[config.mk]
export PLATFORM = sky130hd
export DESIGN_NAME = dm_access_ctrl
export DESIGN_NICKNAME = d
export VERILOG_FILES = /design/src/rtl/dm_access_ctrl_pkg.sv /design/src/rtl/dm_access_ctrl_load_ext.sv /design/src/rtl/dm_access_ctrl.sv
export SDC_FILE = /design/constraint.sdc
export NUM_CORES = 1
export LEC_CHECK = 0
export ABC_AREA = 1
export CAP_MARGIN = 0
export CORE_MARGIN = 2
export CORE_UTILIZATION = 47
export CTS_BUF_LIST = sky130_fd_sc_hd__clkbuf_8
export CTS_CLUSTER_DIAMETER = 120
export CTS_CLUSTER_SIZE = 28
export DETAILED_ROUTE_END_ITERATION = 10
export PLACE_DENSITY = 0.83
export SETUP_SLACK_MARGIN = 0.2
export SLEW_MARGIN = 25
export SYNTH_ARGS = -nofsm -noshare
export SYNTH_HDL_FRONTEND = slang
export SYNTH_SLANG_ARGS = --single-unit
[constraint.sdc]
create_clock -name clk -period 2.68 [get_ports clk]
set_input_delay 0.804 -clock clk [delete_from_list [all_inputs] [get_ports clk]]
set_output_delay 0.804 -clock clk [all_outputs]
set_load 0.05 [all_outputs]
[src/rtl/dm_access_ctrl_pkg.sv]
// Shared encodings for the data-memory access controller: CPU op codes,
// memory byteExt/wEn codes, controller states and small op classifiers.
package dm_pkg;

  typedef enum logic [2:0] {
    OP_LBU = 3'b000,
    OP_LB  = 3'b001,
    OP_LW  = 3'b010,
    OP_LHU = 3'b011,
    OP_LH  = 3'b100,
    OP_SB  = 3'b101,
    OP_SW  = 3'b110,
    OP_SH  = 3'b111
  } op_e;

  typedef enum logic [1:0] {
    BX_BYTE_ZEXT  = 2'b00,
    BX_BYTE_SEXT  = 2'b01,
    BX_STORE_BYTE = 2'b10,
    BX_WORD       = 2'b11
  } byte_ext_e;

  typedef enum logic [1:0] {
    WEN_NONE  = 2'b00,
    WEN_WRITE = 2'b01
  } wen_e;

  typedef enum logic [1:0] {
    ST_IDLE = 2'b00,
    ST_ACC0 = 2'b01,
    ST_ACC1 = 2'b10,
    ST_RESP = 2'b11
  } state_e;

  function automatic logic is_store(op_e op);
    return op inside {OP_SB, OP_SW, OP_SH};
  endfunction

  function automatic logic is_half(op_e op);
    return op inside {OP_LH, OP_LHU, OP_SH};
  endfunction

  function automatic logic is_word(op_e op);
    return op inside {OP_LW, OP_SW};
  endfunction

  function automatic logic misaligned(op_e op, logic [1:0] lo2);
    if (is_word(op)) return lo2 != 2'b00;
    if (is_half(op)) return lo2[0];
    return 1'b0;
  endfunction

endpackage

[src/rtl/dm_access_ctrl_load_ext.sv]
// Load result extension: turns the raw captured memory data into the
// architectural load result for each op; stores yield zero.
module load_ext
  import dm_pkg::*;
(
  input  op_e         op,
  input  logic [31:0] raw,
  output logic [31:0] data
);

  always_comb begin
    data = '0;
    case (op)
      OP_LBU:  data = {24'b0, raw[7:0]};
      OP_LB:   data = {{24{raw[7]}}, raw[7:0]};
      OP_LW:   data = raw;
      OP_LHU:  data = {16'b0, raw[15:0]};
      OP_LH:   data = {{16{raw[15]}}, raw[15:0]};
      default: data = '0;
    endcase
  end

endmodule

[src/rtl/dm_access_ctrl.sv]
// Data-memory access controller: sequences byte/half/word loads and stores
// onto a byte/word big-endian memory port, with misalignment detection.
module dm_access_ctrl #(
  parameter int ADDR_W = 12
) (
  input  logic              clk,
  input  logic              rst_n,
  input  logic              req_valid,
  output logic              req_ready,
  input  logic [2:0]        req_op,
  input  logic [ADDR_W-1:0] req_addr,
  input  logic [31:0]       req_wdata,
  output logic              resp_valid,
  input  logic              resp_ready,
  output logic [31:0]       resp_rdata,
  output logic              resp_err,
  output logic [ADDR_W-1:0] mem_addr,
  output logic [31:0]       mem_din,
  output logic [1:0]        mem_byteExt,
  output logic [1:0]        mem_wEn,
  input  logic [31:0]       mem_dout
);
  import dm_pkg::*;

  state_e            state_q, state_d;
  op_e               op_q, op_d;
  logic [ADDR_W-1:0] addr_q, addr_d;
  logic [31:0]       wdata_q, wdata_d;
  logic [7:0]        hi_q, hi_d;
  logic [31:0]       rdata_q, rdata_d;
  logic              err_q, err_d;
  logic [31:0]       ext_raw, ext_data;
  op_e               op_in;

  assign op_in = op_e'(req_op);

  // Halfword loads are assembled from two byte reads, high byte first.
  assign ext_raw = (state_q == ST_ACC1) ? {16'b0, hi_q, mem_dout[7:0]} : mem_dout;

  load_ext u_load_ext (
    .op   (op_q),
    .raw  (ext_raw),
    .data (ext_data)
  );

  always_ff @(posedge clk or negedge rst_n) begin
    if (!rst_n) begin
      state_q <= ST_IDLE;
      op_q    <= OP_LBU;
      addr_q  <= '0;
      wdata_q <= '0;
      hi_q    <= '0;
      rdata_q <= '0;
      err_q   <= 1'b0;
    end else begin
      state_q <= state_d;
      op_q    <= op_d;
      addr_q  <= addr_d;
      wdata_q <= wdata_d;
      hi_q    <= hi_d;
      rdata_q <= rdata_d;
      err_q   <= err_d;
    end
  end

  always_comb begin
    state_d = state_q;
    case (state_q)
      ST_IDLE: if (req_valid) state_d = misaligned(op_in, req_addr[1:0]) ? ST_RESP : ST_ACC0;
      ST_ACC0: state_d = is_half(op_q) ? ST_ACC1 : ST_RESP;
      ST_ACC1: state_d = ST_RESP;
      ST_RESP: if (resp_ready) state_d = ST_IDLE;
      default: state_d = ST_IDLE;
    endcase
  end

  always_comb begin
    op_d    = op_q;
    addr_d  = addr_q;
    wdata_d = wdata_q;
    hi_d    = hi_q;
    rdata_d = rdata_q;
    err_d   = err_q;
    case (state_q)
      ST_IDLE: if (req_valid) begin
        op_d    = op_in;
        addr_d  = req_addr;
        wdata_d = req_wdata;
        rdata_d = '0;
        err_d   = misaligned(op_in, req_addr[1:0]);
      end
      ST_ACC0: begin
        if (is_half(op_q)) hi_d = mem_dout[7:0];
        else               rdata_d = ext_data;
      end
      ST_ACC1: rdata_d = ext_data;
      ST_RESP: if (resp_ready) begin
        rdata_d = '0;
        err_d   = 1'b0;
      end
      default: ;
    endcase
  end

  always_comb begin
    req_ready   = (state_q == ST_IDLE);
    resp_valid  = (state_q == ST_RESP);
    resp_rdata  = rdata_q;
    resp_err    = err_q;
    mem_addr    = '0;
    mem_din     = '0;
    mem_byteExt = BX_WORD;
    mem_wEn     = WEN_NONE;
    case (state_q)
      ST_ACC0: begin
        mem_addr = addr_q;
        mem_wEn  = is_store(op_q) ? WEN_WRITE : WEN_NONE;
        // Byte loads always read zero-extended; load_ext applies the sign.
        if (is_word(op_q))       mem_byteExt = BX_WORD;
        else if (is_store(op_q)) mem_byteExt = BX_STORE_BYTE;
        else                     mem_byteExt = BX_BYTE_ZEXT;
        if (op_q == OP_SH)       mem_din = {24'b0, wdata_q[15:8]};
        else if (is_store(op_q)) mem_din = wdata_q;
      end
      ST_ACC1: begin
        mem_addr    = addr_q + ADDR_W'(1);
        mem_wEn     = is_store(op_q) ? WEN_WRITE : WEN_NONE;
        mem_byteExt = is_store(op_q) ? BX_STORE_BYTE : BX_BYTE_ZEXT;
        if (is_store(op_q)) mem_din = {24'b0, wdata_q[7:0]};
      end
      default: ;
    endcase
  end

endmodule

## Word-level counts from Yosys, hierarchy flattened

Index checks and enable logic that the tools add are counted.

| word-level totals | value |
|---|---|
| input port bits | 83 |
| word-level logic and storage cells | 77 |
| output and inout bits | 83 |
| register bits after elaboration | 90 |

| operators by class | value |
|---|---|
| eq/ne operators | 18 |
| add/subtract/negate cells | 1 |
| muxes and demuxes | 36 |
| reductions and logical operators | 15 |

Operator list:

| cell | count |
|---|---|
| $mux 32 | 6 |
| $pmux 32 s5 | 1 |
| $pmux 32 s4 | 1 |
| $pmux 32 s2 | 1 |
| $pmux 12 s2 | 1 |
| $eq 3x3->1 const B | 7 |
| $mux 1 | 17 |
| $add 12x1->12 const B | 1 |
| $eq 3x2->1 const B | 4 |
| $mux 2 | 5 |
| $reduce_bool 3->1 | 3 |
| $mux 8 | 1 |
| $pmux 2 s4 | 1 |
| $reduce_bool 2->1 | 4 |
| $reduce_and 2->1 | 3 |
| $reduce_and 3->1 | 2 |
| $eq 2x2->1 const B | 2 |
| $ne 2x2->1 const B | 2 |
| $pmux 2 s2 | 1 |
| $eq 3x1->1 const B | 1 |
| $logic_not 3->1 | 1 |
| $eq 2x1->1 const B | 1 |
| $logic_not 2->1 | 1 |
| $ne 2x1->1 const B | 1 |
| 2 further kinds | 2 |

## Longest topological paths before layout

Gate-level depths: netlist of the first run.

| depth | value |
|---|---|
| depth in word-level cells | 15 |
| mapped depth | 10 |
| mapped depth without buffers | 9 |

## By module

Synthesis of the first run repeated with hierarchy kept, for this count alone.

| second synthesis, totals | value |
|---|---|
| cells, all modules | 727 |
| area, all modules | 5,365.1 um2 |

By module, submodules not included:

| module | sequential area each (um2) | instances | cells an instance | area an instance (um2) |
|---|---|---|---|---|
| dm_access_ctrl | 2,252.2 | 1 | 644 | 4,888.4 |
| load_ext | 0.0 | 1 | 83 | 476.7 |

## Worst setup path after synthesis of the first run

Ideal clock, no wire load.

| timing | value |
|---|---|
| path type | reg2out |
| start point | register state_q[0] |
| end point | output port mem_addr[10] |
| buffers on the path | 0 |
| cell stages (with the launch flop) | 7 |
| slack | -0.284 ns |
| arrival | 2.160 ns |
| cells stage by stage | dfrtp_1 inv_1 ha_1 nand2_1 inv_1 nand3_1 o21ai_0 |

| between the ends | value |
|---|---|
| word-level cells in the longest chain between the ends | 2 |

Ends and longest elaborated chain:

| element | line | RTL |
|---|---|---|
| from (decl) | dm_access_ctrl.sv:25 | `state_e state_q, state_d;` |
| from (signal assigned) | dm_access_ctrl.sv:56 | `state_q <= state_d;` |
| $eq 2x2->1 / $eq 2x1->1 (equally long branches) | dm_access_ctrl.sv:114 | `case (state_q)` |
| $pmux 12 s2 (*) | dm_access_ctrl.sv:114 |  |
| to (decl) | dm_access_ctrl.sv:17 | `output logic [ADDR_W-1:0] mem_addr,` |

Mark *: on every way between the ends. The rest lies on a longest branch, timed or not.

## Final worst setup path of the first run

| timing | value |
|---|---|
| start point | register state_q[1] |
| end point | output port mem_addr[6] |

Same word-level chain as after synthesis.

==> reports/qor.csv, run 1 <==
stage,metric,value,unit
power,ir_drop,814.5,uV
sta,worstMarginPinSlew,0.5904,ns
sta,fin_hold_ws,0.4033,ns
floorplan,die_w,104.8,um
sta,maxClockFrequency,360.1,MHz
synthesis,yosysSeqAreaShare,47.12,%
power,power.density,1286,mW/mm^2
synthesis,syn_area,0.004780,mm^2
route,dr.pass1.iters,5,
clocking,clockRootBuffer,clkbuf_8,
global_route,grt_max_degree,44,
synthesis,syn-num-nets,773,
cells_and_area,drive_gt1_share,25.68,%
hold_path,hold_class,in -> async,
cells_and_area,layout_common_cells,"277 x nand2_1, 114 x clkdlybuf4s50_1, 85 x dfrtp_1",
sta,grt_setup_unrepaired,true,
sta,clock_skew,0.01438,ns
place,routabilityCongestion,0.9679,
setup_path,crit_path_end_kind,output port,
sta,layout_min_cycle_time,2.777,ns
cells_and_area,post-route-util,84.15,%
run_status,status,"finished, violations left",
clocking,clock_sinks,90,
power,cellLeakagePower,3.870,nW
global_route,top_usage_layer,met2,
place,dpl_cell_area,0.007062,mm^2
setup_path,r2r_end,resp_rdata[30],
place,port_buffers,164,
clocking,clockBufferDepth,2,
setup_path,cp.arrival,1.97,ns
cells_and_area,syn2layout_area_growth,72.88,%
setup_path,rr_worst_depth,12,
route,routed_via_density,5.712,
synthesis,syn-instance-count,685,
setup_path,path_class,reg -> out,
floorplan,die_height,104.8,um
global_route,grt_usage,31.45,%
global_route,use_met1,36.05,%
global_route,grt_pass1_wl,27720,um
floorplan,start_util,48.67,%
sta,slew_viol_final,0,
clocking,clk_latency,0.37,ns
global_route,antenna_found_initial,0,
floorplan,rows,36,
setup_path,r2r_start,state_q[1],
clocking,numCtsBuffers,9,
sta,finalHoldViolCount,0,
place,hpwl,10840,um
synthesis,yosys_register_bits,90,
setup_path,reg2reg_slack,0.34,ns
run_status,violations,negative setup slack,
global_route,overflow,0,
clocking,htree_levels,3,
route,drc,0,
route,dr_total_vias,5809,
global_route,use_met2,54.55,%
sta,max_slew_margin,60.50,%
sta,finalCritPeriodShare,103.6,%
floorplan,die_area,0.01099,mm^2
cells_and_area,num_antenna_cells,0,
global_route,gr-usage-met3,7.548,%
cells_and_area,design_area,0.008263,mm^2
route,wirelength,19530,um
setup_path,crit_path_start_kind,register,
synthesis,post_synth.cell_area_avg,6.977,um^2
setup_path,critical_path_required,1.88,ns
floorplan,fp.coreArea,0.009819,mm^2
floorplan,io_pins,166,
clocking,clk_pin_slew,0.10,ns
synthesis,synth_cell_types,25,
route,drt_iter0_drc,435,
cells_and_area,layout_commonest_cell,nand2_1,
clocking,cts_tree,built,
sta,setup_ws,-0.09689,ns
setup_path,cp_max_fo,7,
sta,setup_viol,9,
cells_and_area,fin_nets,967,
route,ant_nets,0,
global_route,grt_pass1_vias,5768,
flow_run,cap_violations,0,
synthesis,ys_warn_count,0,
route,avgRoutedWirePerCell,19.20,um
[per-layer routing]
layer | vias to the layer above | wire, um
met1 | 2696 | 6639
met4 | 0 | 1338
met2 | 458 | 9658
li1 | 2526 | -
met3 | 129 | 1889
met5 | - | 0
[cell families (layout without fill, tap and decap cells)]
kind of cell	after synthesis	after routing	synth area share, %
and+or+nand+nor	422	422	35.03
adders and majority gates	5	5	1.309
other	1	1	0.07846
buffers and inverters	80	279	6.989
DFF	90	90	47.12
AOI/OAI and AO/OA	87	87	9.477
[cell usage after synthesis]
master | count | share of area, %
nand4_4 | 1 | 0.45
clkbuf_1 | 17 | 1.3
nor2_1 | 78 | 6.1
buf_1 | 1 | 0.078
ha_1 | 5 | 1.3
o2111ai_1 | 1 | 0.18
nor3_1 | 1 | 0.10
nand3_2 | 1 | 0.21
nand3_1 | 42 | 4.4
nand2_2 | 2 | 0.26
o21ai_0 | 55 | 5.8
inv_2 | 2 | 0.16
dfrtp_1 | 90 | 47
buf_2 | 9 | 0.94
conb_1 | 1 | 0.078
a21oi_1 | 7 | 0.73
nand4_1 | 2 | 0.26
o21ai_1 | 22 | 2.3
a21oi_4 | 1 | 0.34
buf_4 | 6 | 0.94
a21boi_0 | 1 | 0.16
inv_1 | 43 | 3.4
nand2_1 | 294 | 23
clkinv_1 | 2 | 0.16
nor2_2 | 1 | 0.13
[flip-flops by register name, summed over array words and instances, names as in the netlist]
signal	count
addr_q	12
hi_q	8
op_q	3
resp_err	1
resp_rdata	32
state_q	2
wdata_q	32
[power by group]
group | switching, mW | internal [mW]
clock network | 0.537 | 0.532
registers | 0.519 | 1.96
logic | 4.43 | 2.65
total | 5.48 | 5.14
[worst max-delay path: stages (launching register included)]
cell and delay [ns]:
dfrtp_1 0.41, inv_2 0.10, buf_12 0.11, ha_4 0.14
buf_6 0.15, nand2_2 0.08, a21boi_4 0.16, nor3_4 0.25
buf_12 0.17
[per-stage QoR]
stage | TNS, ns | cells | total power [mW] | setup WS (ns)
2_1_floorplan | -2.375 | 685 | 5.782 | -0.1334
3_3_place_gp | 0 | 970 | 7.580 | 0.1523
3_5_place_dp | 0 | 970 | 7.760 | 0.01847
4_1_cts | -0.06237 | 1006 | 9.680 | -0.02260
5_1_grt | -1.440 | 1017 | 11.08 | -0.1253
6_report | -0.4504 | 1017 | 10.62 | -0.09689
[worst max path at each step]
| stage | startpoint | to | slack, ns |
|---|---|---|---|
| CTS | state_q[1] | mem_din[6] | -0.02 |
| global route | state_q[0] | mem_addr[10] | -0.13 |
| floorplan | state_q[1] | mem_addr[1] | -0.13 |
| detailed placement | state_q[0] | mem_din[4] | 0.02 |
| global placement | state_q[0] | mem_din[29] | 0.15 |
| finish | state_q[1] | mem_addr[6] | -0.1 |
[repair_timing]
action	in CTS	in global routing
pin swaps	24	22
gates cloned	3	1
buffers inserted	17	10
hold buffers	0	0
gates resized for setup	146	59
endpoints found under the setup margin	48	48
endpoints found under the hold margin	0	0
[cell type report]
type / instances / area (um^2)
Sequential cell: 90 / 2258
Timing Repair Buffer: 216 / 2621
Fill cell: 505 / 1556
Clock inverter: 7 / 101.3
Inverter: 47 / 225.2
Tap cell: 133 / 166.4
Clock buffer: 9 / 123.9
Multi-Input combinational cell: 515 / 2766
Power figures use the tool's default switching activity.
==> run 2: changes to the inputs <==
Settings changed: CORE_MARGIN 2 to unset.
==> run 2 against run 1 <==
Against the previous run: the run still ends with negative setup slack left; maximum frequency fell by 0.20%; sequential share of layout area grew 0.40 points; clock skew up 0.0035 ns; core utilization is 1.3 points lower; cell area shrank 1.5%; critical path depth increased by 1; total power decreased by 2.3%; combinational power is 4.4% lower; die area decreased by 3.8%; cell count down 1.1%; global-route usage down 0.70 points; routed wire length decreased by 10%.
==> reports/qor.csv, run 2 (synthesis results as in run 1) <==
stage,metric,value,unit,change
clocking,clock_sinks,90,,unchanged
sta,finalHoldViolCount,0,,unchanged
run_status,violations,negative setup slack,,
setup_path,critical_path_required,1.88,ns,about the same
setup_path,cp.arrival,1.98,ns,about the same
route,dr_total_vias,5550,,-4.5%
global_route,overflow,0,,unchanged
clocking,clockBufferDepth,2,,unchanged
global_route,grt_pass1_wl,25030,um,-9.7%
setup_path,path_class,reg -> out,,
cells_and_area,fin_nets,956,,-1.1%
flow_run,cap_violations,0,,unchanged
floorplan,io_pins,166,,unchanged
floorplan,start_util,48.67,%,unchanged
power,ir_drop,701.5,uV,-14%
cells_and_area,layout_common_cells,"278 x nand2_1, 114 x clkdlybuf4s50_1, 86 x dfrtp_1",,
sta,layout_min_cycle_time,2.782,ns,+0.005497 ns
run_status,status,"finished, violations left",,
sta,max_slew_margin,61.29,%,+0.79 points
place,routabilityCongestion,0.9664,,-0.15%
cells_and_area,fin_cells,1006,,-1.1%
power,cellLeakagePower,3.832,nW,-0.98%
clocking,cts_hold_buf,0,,unchanged
route,drc,0,,unchanged
setup_path,cp_max_fo,8,,+1
cells_and_area,num_antenna_cells,0,,unchanged
global_route,grt_max_degree,48,,+9.1%
sta,clock_skew,0.01787,ns,+0.003484 ns
sta,worstMarginPinSlew,0.5807,ns,-0.009681 ns
global_route,grt_usage,30.75,%,-0.70 points
floorplan,die_area,0.01058,mm^2,-3.8%
hold_path,hold_class,in -> async,,
place,numPlacedInstances,967,,-0.31%
floorplan,fp.coreArea,0.009819,mm^2,unchanged
clocking,numCtsBuffers,9,,unchanged
route,dr.pass1.iters,6,,+1
cells_and_area,layout_commonest_cell,nand2_1,,
sta,setup_ws,-0.1024,ns,-0.005497 ns
cells_and_area,post-route-util,82.89,%,-1.3 points
cells_and_area,syn2layout_area_growth,70.29,%,
place,port_buffers,164,,unchanged
clocking,clk_latency,0.37,ns,about the same
route,drt_iter0_drc,293,,-33%
global_route,grt_pass1_vias,5326,,-7.7%
clocking,clk_pin_slew,0.11,ns,about the same
clocking,cts_tree,built,,
setup_path,crit_path_start_kind,register,,
clocking,htree_levels,3,,unchanged
sta,maxClockFrequency,359.4,MHz,-0.20%
sta,slew_viol_final,0,,unchanged
clocking,clockRootBuffer,clkbuf_8,,
place,hpwl,10360,um,-4.4%
global_route,antenna_found_initial,0,,unchanged
power,power.density,1275,mW/mm^2,-0.84%
sta,grt_setup_unrepaired,true,,
route,wirelength,17560,um,-10%
floorplan,die_w,102.8,um,-1.9%
floorplan,die_height,102.8,um,-1.9%
route,routed_via_density,5.517,,-3.4%
route,ant_nets,0,,unchanged
setup_path,crit_path_end_kind,output port,,
route,avgRoutedWirePerCell,17.46,um,-9.1%
sta,setup_viol,11,,+2
sta,finalCritPeriodShare,103.8,%,+0.21 points
floorplan,rows,36,,unchanged
cells_and_area,drive_gt1_share,23.83,%,-1.9 points
==> run 2: cell count changes in the layout (fill, tap and decap cells not counted), sizes merged <==
cell,previous run,this run
bufinv,2,3
inv,41,43
buf,100,87
dlygate4sd2,0,1
clkinvlp,7,6
clkinv,4,2
clkbuf,11,12
==> run 2: timing repair <==
| item | CTS | global route |
|---|---|---|
| endpoints found under the setup margin | 48 | 48 |
| pin swaps | 8 | 20 |
| setup buffers | 9 | 11 |
| cloned | 1 | 2 |
| resized for setup | 118 | 62 |
==> run 2: metal layers <==
| layer | GRT usage, % | vias up | routed length (um) |
|---|---|---|---|
| li1 | - | 2501 | - |
| met3 | 5.831 | 62 | 1497 |
| met4 | 11.92 | 0 | 649 |
| met2 | 56.31 | 321 | 8850 |
| met5 | 0 | - | 0 |
| met1 | 35.44 | 2666 | 6565 |
==> run 2: worst max-delay path: stages (launching register included) <==
cell	delay, ns
dfrtp_1	0.40
inv_2	0.09
ha_4	0.29
buf_6	0.13
nand2_8	0.07
buf_12	0.15
o21ai_2	0.16
nand2_2	0.09
clkinvlp_4	0.08
buf_8	0.13
==> run 2: layout make-up <==
cell class | instances | area, um^2
Multi-Input combinational cell | 515 | 2715
Fill cell | 555 | 1680
Clock buffer | 9 | 123.9
Timing Repair Buffer | 205 | 2542
Tap cell | 133 | 166.4
Clock inverter | 7 | 123.9
Inverter | 47 | 210.2
Sequential cell | 90 | 2257
==> run 2: per-stage QoR <==
stage / total power [mW] / setup WS, ns / hold WS, ns / instance area (um^2) / TNS [ns]
global route: 10.88 / -0.1879 / 0.4620 / 8139 / -2.259
CTS: 9.495 / -0.004434 / 0.4432 / 7766 / -0.004434
detailed placement: 7.745 / 0.01070 / 0.4696 / 7052 / 0
global placement: 7.565 / 0.1282 / 0.4618 / 7052 / 0
finish: 10.38 / -0.1024 / 0.4198 / 8139 / -0.5322
floorplan: 5.782 / -0.1334 / 0.4492 / 4876 / -2.375
==> run 2: final timing paths <==
check	endpoint	slack, ns	depth (start not counted)	from
max	mem_din[3]	-0.10	9	state_q[1]
min	resp_rdata[10]	0.42	1	rst_n
max reg2reg	resp_rdata[25]	0.50	9	state_q[1]
min reg2reg	wdata_q[18]	0.50	2	wdata_q[18]
max in group asynchronous	addr_q[0]	1.58	2	rst_n
min in group clk	wdata_q[18]	0.50	2	wdata_q[18]
==> run 2: power breakdown <==
part	switching (mW)	internal (mW)	leakage (nW)
combinational	4.20	2.55	2.56
sequential	0.498	1.96	1.15
clock	0.530	0.628	0.120
total	5.23	5.14	3.83
==> run 3: changes to the inputs <==
Clock period 2.68 ns to 3 ns, I/O delays scaled along.
==> run 3 against run 2 <==
Against the previous run: the run now ends clean; routed wire length fell by 12%; sequential share of layout area rose by 1.7 points; critical path depth shrank 4; die area did not move; cell area down 6.0%; first-iteration DRC count is 7.8% lower; register-to-register slack improved by 0.36 ns.
==> reports/qor.csv, run 3 (synthesis results as in run 1) <==
stage,metric,value,unit,change
sta,tns,0,ns,+0.5322 ns
floorplan,die_w,102.8,um,unchanged
floorplan,start_util,48.67,%,unchanged
sta,clock_skew,0.005591,ns,-0.01227 ns
clocking,clock_sinks,90,,unchanged
cells_and_area,post-route-util,77.93,%,-5.0 points
global_route,grt_max_degree,51,,+6.3%
place,port_buffers,164,,unchanged
cells_and_area,fin_nets,943,,-1.4%
setup_path,r2r_start,state_q[1],,
cells_and_area,fin_cells,993,,-1.3%
sta,layout_min_cycle_time,2.820,ns,
power,cellLeakagePower,3.721,nW,-2.9%
floorplan,die_height,102.8,um,unchanged
floorplan,die_area,0.01058,mm^2,unchanged
setup_path,critical_path_required,2.10,ns,+0.22 ns
route,routed_via_density,5.299,,-3.9%
setup_path,reg2reg_slack,0.86,ns,+0.36 ns
global_route,grt_pass1_wl,23370,um,-6.6%
place,routabilityCongestion,0.8490,,-12%
global_route,antenna_found_initial,0,,unchanged
hold_path,hold_path_end,resp_rdata[9],,
floorplan,io_pins,166,,unchanged
setup_path,path_class,reg -> out,,
setup_path,startpoint,state_q[1],,
sta,worstMarginPinSlew,0.6090,ns,+0.02828 ns
clocking,clockBufferDepth,2,,unchanged
route,drc,0,,unchanged
power,ir_drop,658.0,uV,-6.2%
sta,slew_viol_final,0,,unchanged
sta,max_slew_margin,58.97,%,-2.3 points
route,ant_nets,0,,unchanged
setup_path,r2r_end,resp_rdata[30],,
run_status,status,completed,,
sta,grt_setup_unrepaired,true,,
cells_and_area,num_antenna_cells,0,,unchanged
setup_path,path_cells,"inv_2, ha_4, nand2_4, o21ai_0, buf_12",,
sta,setup_ws,0.1804,ns,+0.2828 ns
clocking,cts_tree,built,,
hold_path,whs_path_depth,2,,
hold_path,min-delay-start,resp_rdata[9],,
sta,finalHoldViolCount,0,,unchanged
setup_path,cp.arrival,1.92,ns,-0.06 ns
cells_and_area,drive_gt1_share,18.02,%,-5.8 points
place,numPlacedInstances,963,,-0.41%
global_route,grt_usage,28.93,%,-1.8 points
setup_path,crit_path_end_kind,output port,,
global_route,grt_pass1_vias,5050,,-5.2%
setup_path,slowest_delay,0.50,ns,+0.10 ns
cells_and_area,layout_common_cells,"289 x nand2_1, 114 x clkdlybuf4s50_1, 87 x dfrtp_1",,
route,avgRoutedWirePerCell,15.64,um,-10%
hold_path,hold_class,reg -> reg,,
power,power.density,1079,mW/mm^2,-15%
clocking,numCtsBuffers,9,,unchanged
setup_path,crit_path_start_kind,register,,
setup_path,cp_max_fo,5,,-3
clocking,clk_pin_slew,0.09,ns,-0.02 ns
global_route,overflow,0,,unchanged
sta,finalCritPeriodShare,93.99,%,
cells_and_area,layout_commonest_cell,nand2_1,,
setup_path,crit_slowest_cell,o21ai_0,,
route,dr_total_vias,5262,,-5.2%
clocking,htree_levels,3,,unchanged
cells_and_area,syn2layout_area_growth,60.10,%,
clocking,clockRootBuffer,clkbuf_8,,
route,wirelength,15530,um,-12%
sta,setup_viol,0,,-11
floorplan,rows,36,,unchanged
cells_and_area,final.fill_count,679,,+22%
setup_path,rr_worst_depth,8,,-1
sta,maxClockFrequency,354.7,MHz,
place,hpwl,10170,um,-1.9%
floorplan,fp.coreArea,0.009819,mm^2,unchanged
flow_run,cap_violations,0,,unchanged
route,dr.pass1.iters,5,,-1
route,drt_iter0_drc,270,,-7.8%
clocking,clk_latency,0.36,ns,about the same
place,dp_slack,0.3007,ns,+0.2900 ns
==> run 3: cell types whose count changed in the layout (fill, tap and decap cells not counted), moves of 7 or more <==
cell     change
o21ai_1      +8
buf_4        -7
buf_8        -7
nand2_1     +11
inv_1        +7
o21ai_2      -8
nand2_2      -7
==> run 3: metrics by stage <==
step                instance area, um^2  total power [mW]  hold WS, ns
floorplan                          4835             5.120       0.4492
global placement                   6970             6.658       0.4635
detailed placement                 6970             6.796       0.4651
CTS                                7420             7.917       0.4924
global route                       7652             8.777       0.5158
finish                             7652             8.258       0.4870
==> run 3: per-layer routing <==
| layer | routed length, um | track usage (%) | part of all wire [%] | vias up |
|---|---|---|---|---|
| li1 | - | - | - | 2480 |
| met1 | 5912 | 33.68 | 38 | 2498 |
| met2 | 7954 | 51.08 | 51 | 246 |
| met3 | 1282 | 6.847 | 8.3 | 38 |
| met4 | 379 | 12.24 | 2.4 | 0 |
| met5 | 0 | 0 | 0 | - |
==> run 3: worst max path at each step <==
stage,cells past startpoint,to,slack (ns)
after CTS,3,resp_valid,0.18
after detailed placement,8,mem_din[19],0.30
after floorplan,5,mem_addr[1],0.09
after global placement,8,mem_din[20],0.40
final,5,mem_addr[1],0.18
after global routing,10,mem_din[1],0.09
==> run 3: layout make-up <==
cell class                 instances  area, um^2  share of cell area, %
clock inverter                     7       77.57                  1.014
inverter                          47       182.7                  2.387
tap                              133       166.4                  2.175
multi-input combinational        516        2494                  32.59
clock buffer                       9       123.9                  1.619
timing repair buffer             191        2352                  30.74
sequential                        90        2256                  29.48
==> run 3: report_power, final <==
group | internal (mW) | switching [mW] | total (mW) | leakage (nW)
logic | 1.89 | 3.35 | 5.24 | 2.47
clock network | 0.391 | 0.469 | 0.860 | 0.0998
registers | 1.75 | 0.410 | 2.16 | 1.15
==> run 3: worst max-delay path: cells and delay by family, from the launching register on <==
kind                     cells  cell delay (ns)
flip-flops                   1             0.39
adder cells (fa/ha/maj)      1             0.30
AND/OR/NAND/NOR              1             0.07
AO/OA/AOI/OAI                1             0.50
buffers and inverters        2             0.31
==> run 3: repair_timing <==
item | 4_1_cts | 5_1_grt
pin swaps | 1 | 10
buffers inserted | 3 | 6
resized for setup | 44 | 56
cloned | 4 | 1
hold buffers | 0 | 0
endpoints found under the setup margin | 46 | 47
